[src/rtl/ht_stf_symbol_streamer_pkg.sv]
// Shared TX preamble definitions: streamer state enum, subcarrier count and
// the bin-to-ROM-address mapping used by the STF/LTF streamers.
package ht_stf_symbol_streamer_pkg;

  typedef enum logic [1:0] {
    ST_IDLE  = 2'd0,
    ST_RUN   = 2'd1,
    ST_DRAIN = 2'd2
  } tx_state_e;

  localparam int N_SC = 64;

  // Shifted order flips the MSB so bin 0 reads the DC subcarrier (ROM addr 32).
  function automatic logic [6:0] bin_to_addr(input logic [5:0] bin, input logic fft_shift);
    return {1'b0, (fft_shift ? (bin ^ 6'h20) : bin)};
  endfunction

endpackage

[src/rtl/ht_stf_symbol_streamer.sv]
// Walks a 64-entry preamble ROM NUM_SYM times and streams each registered word
// over valid/ready with a per-symbol last marker and a done pulse.
module ht_stf_symbol_streamer
  import ht_stf_symbol_streamer_pkg::*;
#(
  parameter int NUM_SYM   = 1,
  parameter bit FFT_SHIFT = 1'b1
) (
  input  logic        clk,
  input  logic        rstn,
  input  logic        start,
  output logic        busy,
  output logic        done,
  output logic [6:0]  rom_addr,
  input  logic [31:0] rom_dout,
  output logic [31:0] out_data,
  output logic        out_valid,
  input  logic        out_ready,
  output logic        out_last
);

  localparam logic [5:0] LAST_BIN = 6'(N_SC - 1);
  localparam logic [3:0] LAST_SYM = 4'(NUM_SYM - 1);

  tx_state_e   state_q, state_d;
  logic [5:0]  bin_q, bin_d;
  logic [3:0]  sym_q, sym_d;
  logic [31:0] out_data_q, out_data_d;
  logic        out_valid_q, out_valid_d;
  logic        out_last_q, out_last_d;
  logic        done_q, done_d;

  logic hshake, load, final_beat;

  assign hshake     = out_valid_q & out_ready;
  assign load       = (state_q == ST_RUN) & (~out_valid_q | out_ready);
  assign final_beat = (bin_q == LAST_BIN) & (sym_q == LAST_SYM);

  always_comb begin
    state_d     = state_q;
    bin_d       = bin_q;
    sym_d       = sym_q;
    out_data_d  = out_data_q;
    out_valid_d = out_valid_q;
    out_last_d  = out_last_q;
    done_d      = 1'b0;

    if (hshake) out_valid_d = 1'b0;

    case (state_q)
      ST_IDLE: begin
        // done_q still high means this is the completion cycle; stay idle.
        if (start && !done_q) begin
          state_d = ST_RUN;
          bin_d   = '0;
          sym_d   = '0;
        end
      end
      ST_RUN: begin
        if (load) begin
          out_data_d  = rom_dout;
          out_last_d  = (bin_q == LAST_BIN);
          out_valid_d = 1'b1;
          bin_d       = bin_q + 6'd1;
          if (bin_q == LAST_BIN) sym_d = final_beat ? 4'd0 : sym_q + 4'd1;
          if (final_beat) state_d = ST_DRAIN;
        end
      end
      ST_DRAIN: begin
        if (hshake) begin
          state_d = ST_IDLE;
          done_d  = 1'b1;
        end
      end
      default: state_d = ST_IDLE;
    endcase
  end

  always_ff @(posedge clk or negedge rstn) begin
    if (!rstn) begin
      state_q     <= ST_IDLE;
      bin_q       <= '0;
      sym_q       <= '0;
      out_data_q  <= '0;
      out_valid_q <= 1'b0;
      out_last_q  <= 1'b0;
      done_q      <= 1'b0;
    end else begin
      state_q     <= state_d;
      bin_q       <= bin_d;
      sym_q       <= sym_d;
      out_data_q  <= out_data_d;
      out_valid_q <= out_valid_d;
      out_last_q  <= out_last_d;
      done_q      <= done_d;
    end
  end

  // Address only driven while sweeping so an idle ROM port sits at 0.
  assign rom_addr  = (state_q == ST_RUN) ? bin_to_addr(bin_q, FFT_SHIFT) : 7'd0;
  assign busy      = (state_q != ST_IDLE) | done_q;
  assign done      = done_q;
  assign out_data  = out_data_q;
  assign out_valid = out_valid_q;
  assign out_last  = out_last_q;

endmodule

[config.mk]
export PLATFORM = sky130hd
export DESIGN_NAME = ht_stf_symbol_streamer
export DESIGN_NICKNAME = d
export VERILOG_FILES = /design/src/rtl/ht_stf_symbol_streamer_pkg.sv /design/src/rtl/ht_stf_symbol_streamer.sv
export SDC_FILE = /design/constraint.sdc
export NUM_CORES = 1
export LEC_CHECK = 0
export ABC_AREA = 1
export CAP_MARGIN = 5
export CORE_MARGIN = 2
export CORE_UTILIZATION = 44
export DETAILED_ROUTE_END_ITERATION = 7
export GPL_ROUTABILITY_DRIVEN = 0
export GPL_TIMING_DRIVEN = 0
export PLACE_DENSITY = 0.8
export SLEW_MARGIN = 10
export SYNTH_ARGS = -nofsm -noshare
export SYNTH_HDL_FRONTEND = slang
export SYNTH_SLANG_ARGS = --single-unit
[constraint.sdc]
create_clock -name clk -period 1.7 [get_ports clk]
set_input_delay 0.34 -clock clk [delete_from_list [all_inputs] [get_ports clk]]
set_output_delay 0.34 -clock clk [all_outputs]
set_load 0.02 [all_outputs]
=== Word level (Yosys, flattened, before mapping) ===
Index checks and enable logic that the tools add are counted.

* Add/subtract/negate cells: 2
* Equality and inequality tests: 8
* Muxes and demuxes: 19
* Bitwise operators: 7
* Reduce and logical (&&, ||, !) cells: 10

{| class="wikitable"
|+ Operators by type and width
! kind !! count
|-
| two-way mux 6 bit || 3
|-
| two-way mux 4 bit || 4
|-
| case mux 6 bit (2 select lines) || 1
|-
| two-way mux 2 bit || 4
|-
| != test 2 bit, second input constant || 4
|-
| case mux 4 bit (2 select lines) || 1
|-
| AND reduction 4 bit || 2
|-
| adder 6 x 1 -> 6 bit, second input constant || 1
|-
| == test 6 bit, second input constant || 1
|-
| case mux 2 bit (3 select lines) || 1
|-
| two-way mux 1 bit || 5
|-
| adder 4 x 1 -> 4 bit, second input constant || 1
|-
| logical NOT 4 bit || 1
|-
| nonzero test 2 bit || 2
|-
| bitwise AND 1 bit || 3
|-
| AND reduction 3 bit || 1
|-
| == test 2 x 1 -> 1 bit, second input constant || 1
|-
| == test 2 bit, second input constant || 1
|-
| logical NOT 2 bit || 1
|-
| != test 2 x 1 -> 1 bit, second input constant || 1
|-
| inverter 1 bit || 2
|-
| OR 1 bit || 2
|-
| AND reduction 2 bit || 1
|-
| logical AND 1 bit || 1
|-
| logical NOT 1 bit || 1
|}

* Register bits after elaboration: 47
* Word-level logic and storage cells: 53

=== Logic depth before layout (Yosys ltp) ===
* Word-level depth: 6
* Mapped depth: 9
* Mapped depth without buffers: 9

=== Worst setup path after synthesis ===
No wires, ideal clock.

* Path type: register -> output
* Start point: reg state_q[1]
* End point: out rom_addr[0]
* Arrival: 941 ps
* Data required time: 1360 ps
* Path slack: 419 ps
* Cell stages (with the launch flop): 4
* Cells stage by stage: dfrtp_1 inv_2 nand2_2 nor2_1

* Longest elaborated chain between the ends: 2

{| class="wikitable"
|+ RTL lines
! element !! line !! source
|-
| start: declaration || ht_stf_symbol_streamer.sv:25 || <nowiki>tx_state_e state_q, state_d;</nowiki>
|-
| start signal: assignment || ht_stf_symbol_streamer.sv:89 || <nowiki>state_q <= state_d;</nowiki>
|-
| == test 2 x 1 -> 1 bit || ht_stf_symbol_streamer.sv:100 || <nowiki>assign rom_addr = (state_q == ST_RUN) ? bin_to_addr(bin_q, FFT_SHIFT) : 7'd0;</nowiki>
|-
| two-way mux 6 bit || ht_stf_symbol_streamer.sv:100 ||
|-
| end: declaration || ht_stf_symbol_streamer.sv:14 || <nowiki>output logic [6:0] rom_addr,</nowiki>
|}

Every way passes these cells.

=== Worst setup path in the final report ===
* Start point: reg out_data_q[6], in the netlist out_data[6]
* End point: out out_data[6]

{| class="wikitable"
|+ RTL lines
! element !! line !! source
|-
| start: declaration || ht_stf_symbol_streamer.sv:28 || <nowiki>logic [31:0] out_data_q, out_data_d;</nowiki>
|-
| start signal: assignment || ht_stf_symbol_streamer.sv:92 || <nowiki>out_data_q <= out_data_d;</nowiki>
|-
| end: declaration || ht_stf_symbol_streamer.sv:16 || <nowiki>output logic [31:0] out_data,</nowiki>
|}

No word-level cell between the ends.

==> reports/qor.yml <==
startpoint_type: "flip-flop"
post-route-min-period_ns: 1.63
grt_pass1_vias: 1789
drcViolationCount: 0
seq_area_sq_um: 1180
grt_max_degree: 29
ys_types: 22
grt_setup_unrepaired: "no"
cp.buffers_inverters: 1
p_sw_frac: 0.427
dpl_cell_area_sq_um: 2970
path_cells: "clkdlybuf4s50_1"
drtAntennaViolNets: 0
htree_levels: 2
netlist_top_cells_count: "nand2_1 (130), dfrtp_1 (47), inv_1 (14), nor2_1 (14), nand3_1 (12)"
numClockSinks: 47
seqPwrFrac: 0.344
crit_arrival_ns: 1.29
netlist_area_sq_um: 2120
syn-num-nets: 294
ios: 79
p_leak_uw: 0.00154
status: "finished, final reports clean"
peakVddDrop_mv: 0.832
die_h_microns: 73.4
multiInputGateArea_sq_um: 825
clk_latency_ns: 0.30
ys_ff_latch: 47
end_kind: "output port"
syn_inst: 255
die_w_microns: 73.4
antenna_found_initial: 0
p_sw_uw: 2310
vias_per_cell: 4.78
cp.required_ns: 1.36
initialDrtViolationCount: 103
p_per_area_nw_per_um2: 1780
path_class: "reg -> out"
final-hold-violation-count: 0
final_cells: 396
p_comb_frac: 0.535
synth_edf_count: 0
grt_overflow: 0
p_int_uw: 3110
place_ws_ns: -0.0693
dieArea_sq_um: 5390
period_share: 0.958
std_cell_rows: 25
clk_path_buf_depth: 2
holdWs_ns: 0.482
num_antenna_cells: 0
fmax_ghz: 0.614
cp_slowest_cell: "clkdlybuf4s50_1"
clkTransAtPathRegs_ns: 0.09
yosysMostFrequentCell: "nand2_1"
hp-class: "reg -> reg"
fin_nets: 380
areaGrowthSynthToFinish_pct: 43.8
post-dp-hpwl_microns: 3690
yosys_warnings: 0
fin_ws_ns: 0.0710
cap_violations: 0
pwr-share-clk: 0.122
synth_top_cells_by_area: "dfrtp_1 (55%), nand2_1 (23%), nand3_1 (2.8%)"
synth.avg_cell_area_sq_um: 8.32
grt_pass1_wl_microns: 7910
initial_core_util: 0.452
firstDrtPassIters: 4
slowest_delay_ns: 0.62
n_fill_cell: 402
clock_skew_ns: 0.00957
numCtsBuffers: 5
coreArea_sq_um: 4690
dpl.cell_count: 387
yosysTopAreaCell: "dfrtp_1"
cp_max_fo: 2
yosysTopAreaCellShare: 0.555
wl_per_cell_microns: 12.4
drive_above_1_share: 0.102
grtUsageTotal: 0.191
cts_setup_buffers: 0
cts-root-buf: "clkbuf_8"
wl_microns: 4900
dr_total_vias: 1894
io_buffers: 77
final_util: 0.650
slew_violations: 0
final_cell_area_sq_um: 3050
synth_seq_area_share: 0.555
async_flop_share: 1.00
cts_tree: "built"
dominantRegCellSynth: "dfrtp_1"
setup_viol: 0
path_delay_family: "buffers and inverters"
final timing paths:
check	startpoint	endpoint	slack (ns)	cells past startpoint
max in group asynchronous	rstn	state_q[0]$_DFFE_PN0P_	0.67	3
max	out_data[6]$_DFFE_PN0P_	out_data[6]	0.07	1
min in group asynchronous	rstn	out_data[5]$_DFFE_PN0P_	0.52	2
min reg2reg	out_data[25]$_DFFE_PN0P_	out_data[25]$_DFFE_PN0P_	0.48	2
min	out_data[25]$_DFFE_PN0P_	out_data[25]$_DFFE_PN0P_	0.48	2
max reg2reg	bin_q[0]$_DFFE_PN0P_	state_q[0]$_DFFE_PN0P_	0.28	8
cells in the final DEF, fill, tap and decap left out:
cell	Yosys	final
conb_1	1	1
clkinv_2	0	1
o21ai_0	3	3
dfrtp_1	47	45
clkinvlp_4	0	1
dlygate4sd3_1	0	1
dlygate4sd2_1	0	1
inv_2	2	2
nand3_2	1	1
nand4_1	4	4
buf_4	1	1
nand3_1	12	12
dlymetal6s2s_1	0	1
ha_1	3	3
inv_1	14	14
nor3_1	1	1
nand2_1	130	130
dfrtp_2	0	2
clkbuf_1	0	1
clkdlybuf4s50_1	0	68
nor2_1	14	13
a21oi_1	3	3
nor2_2	0	1
buf_6	4	4
xor2_1	1	1
o21ai_1	5	5
buf_12	0	1
buf_2	3	10
nand2_4	3	4
clkbuf_8	0	5
nor2_8	1	1
nor2_4	1	1
logic make-up (layout without fill, tap and decap cells):
kind of cell / Yosys count / in the layout / synth area share
buffers and inverters: 24 / 111 / 0.0602
other: 1 / 1 / 0.00177
adders and majority gates: 3 / 3 / 0.0177
AOI/OAI and AO/OA: 11 / 11 / 0.0260
and+or+nand+nor: 168 / 168 / 0.336
xor gates and xnor gates: 1 / 1 / 0.00413
DFF: 47 / 47 / 0.555
metrics by stage:
step	power (uW)	TNS, ns
2_1_floorplan	3560	0
3_3_place_gp	4750	-50.74
3_5_place_dp	4840	-0.356
4_1_cts	5510	0
5_1_grt	5840	0
6_report	5420	0
repair_timing:
action,4_1_cts,5_1_grt
cloned,0,0
endpoints found under the hold margin,19,0
hold buffers,1,0
endpoints found under the setup margin,7,7
gates resized for setup,21,9
cell type report:
cell class                 instances  share of cell area
inverter                          16              0.0197
sequential                        47               0.386
tap                               54              0.0221
timing repair buffer              79               0.251
clock inverter                     2             0.00410
multi-input combinational        184               0.270
clock buffer                       6              0.0238
buffer                             8              0.0221
registers in the layout, summed over array words and instances, names as in the netlist:
signal,count
out_data,32
bin_q,6
out_last,1
sym_q,4
done,1
state_q,2
out_valid,1
routing by layer:
metal	global-route usage	part of all wire	vias to the layer above
li1	-	-	955
met1	0.231	0.43	882
met2	0.331	0.50	51
met3	0.0425	0.055	6
met4	0.0707	0.016	0
met5	0	0	-
power groups by stage:
stage	logic (uW)	clock network, uW	registers, uW
floorplan	1240	0	2320
global placement	2900	0	1850
detailed placement	2970	0	1870
CTS	2970	688	1860
global route	3200	721	1920
finish	2900	659	1860
(Power assumes the default switching activity.)
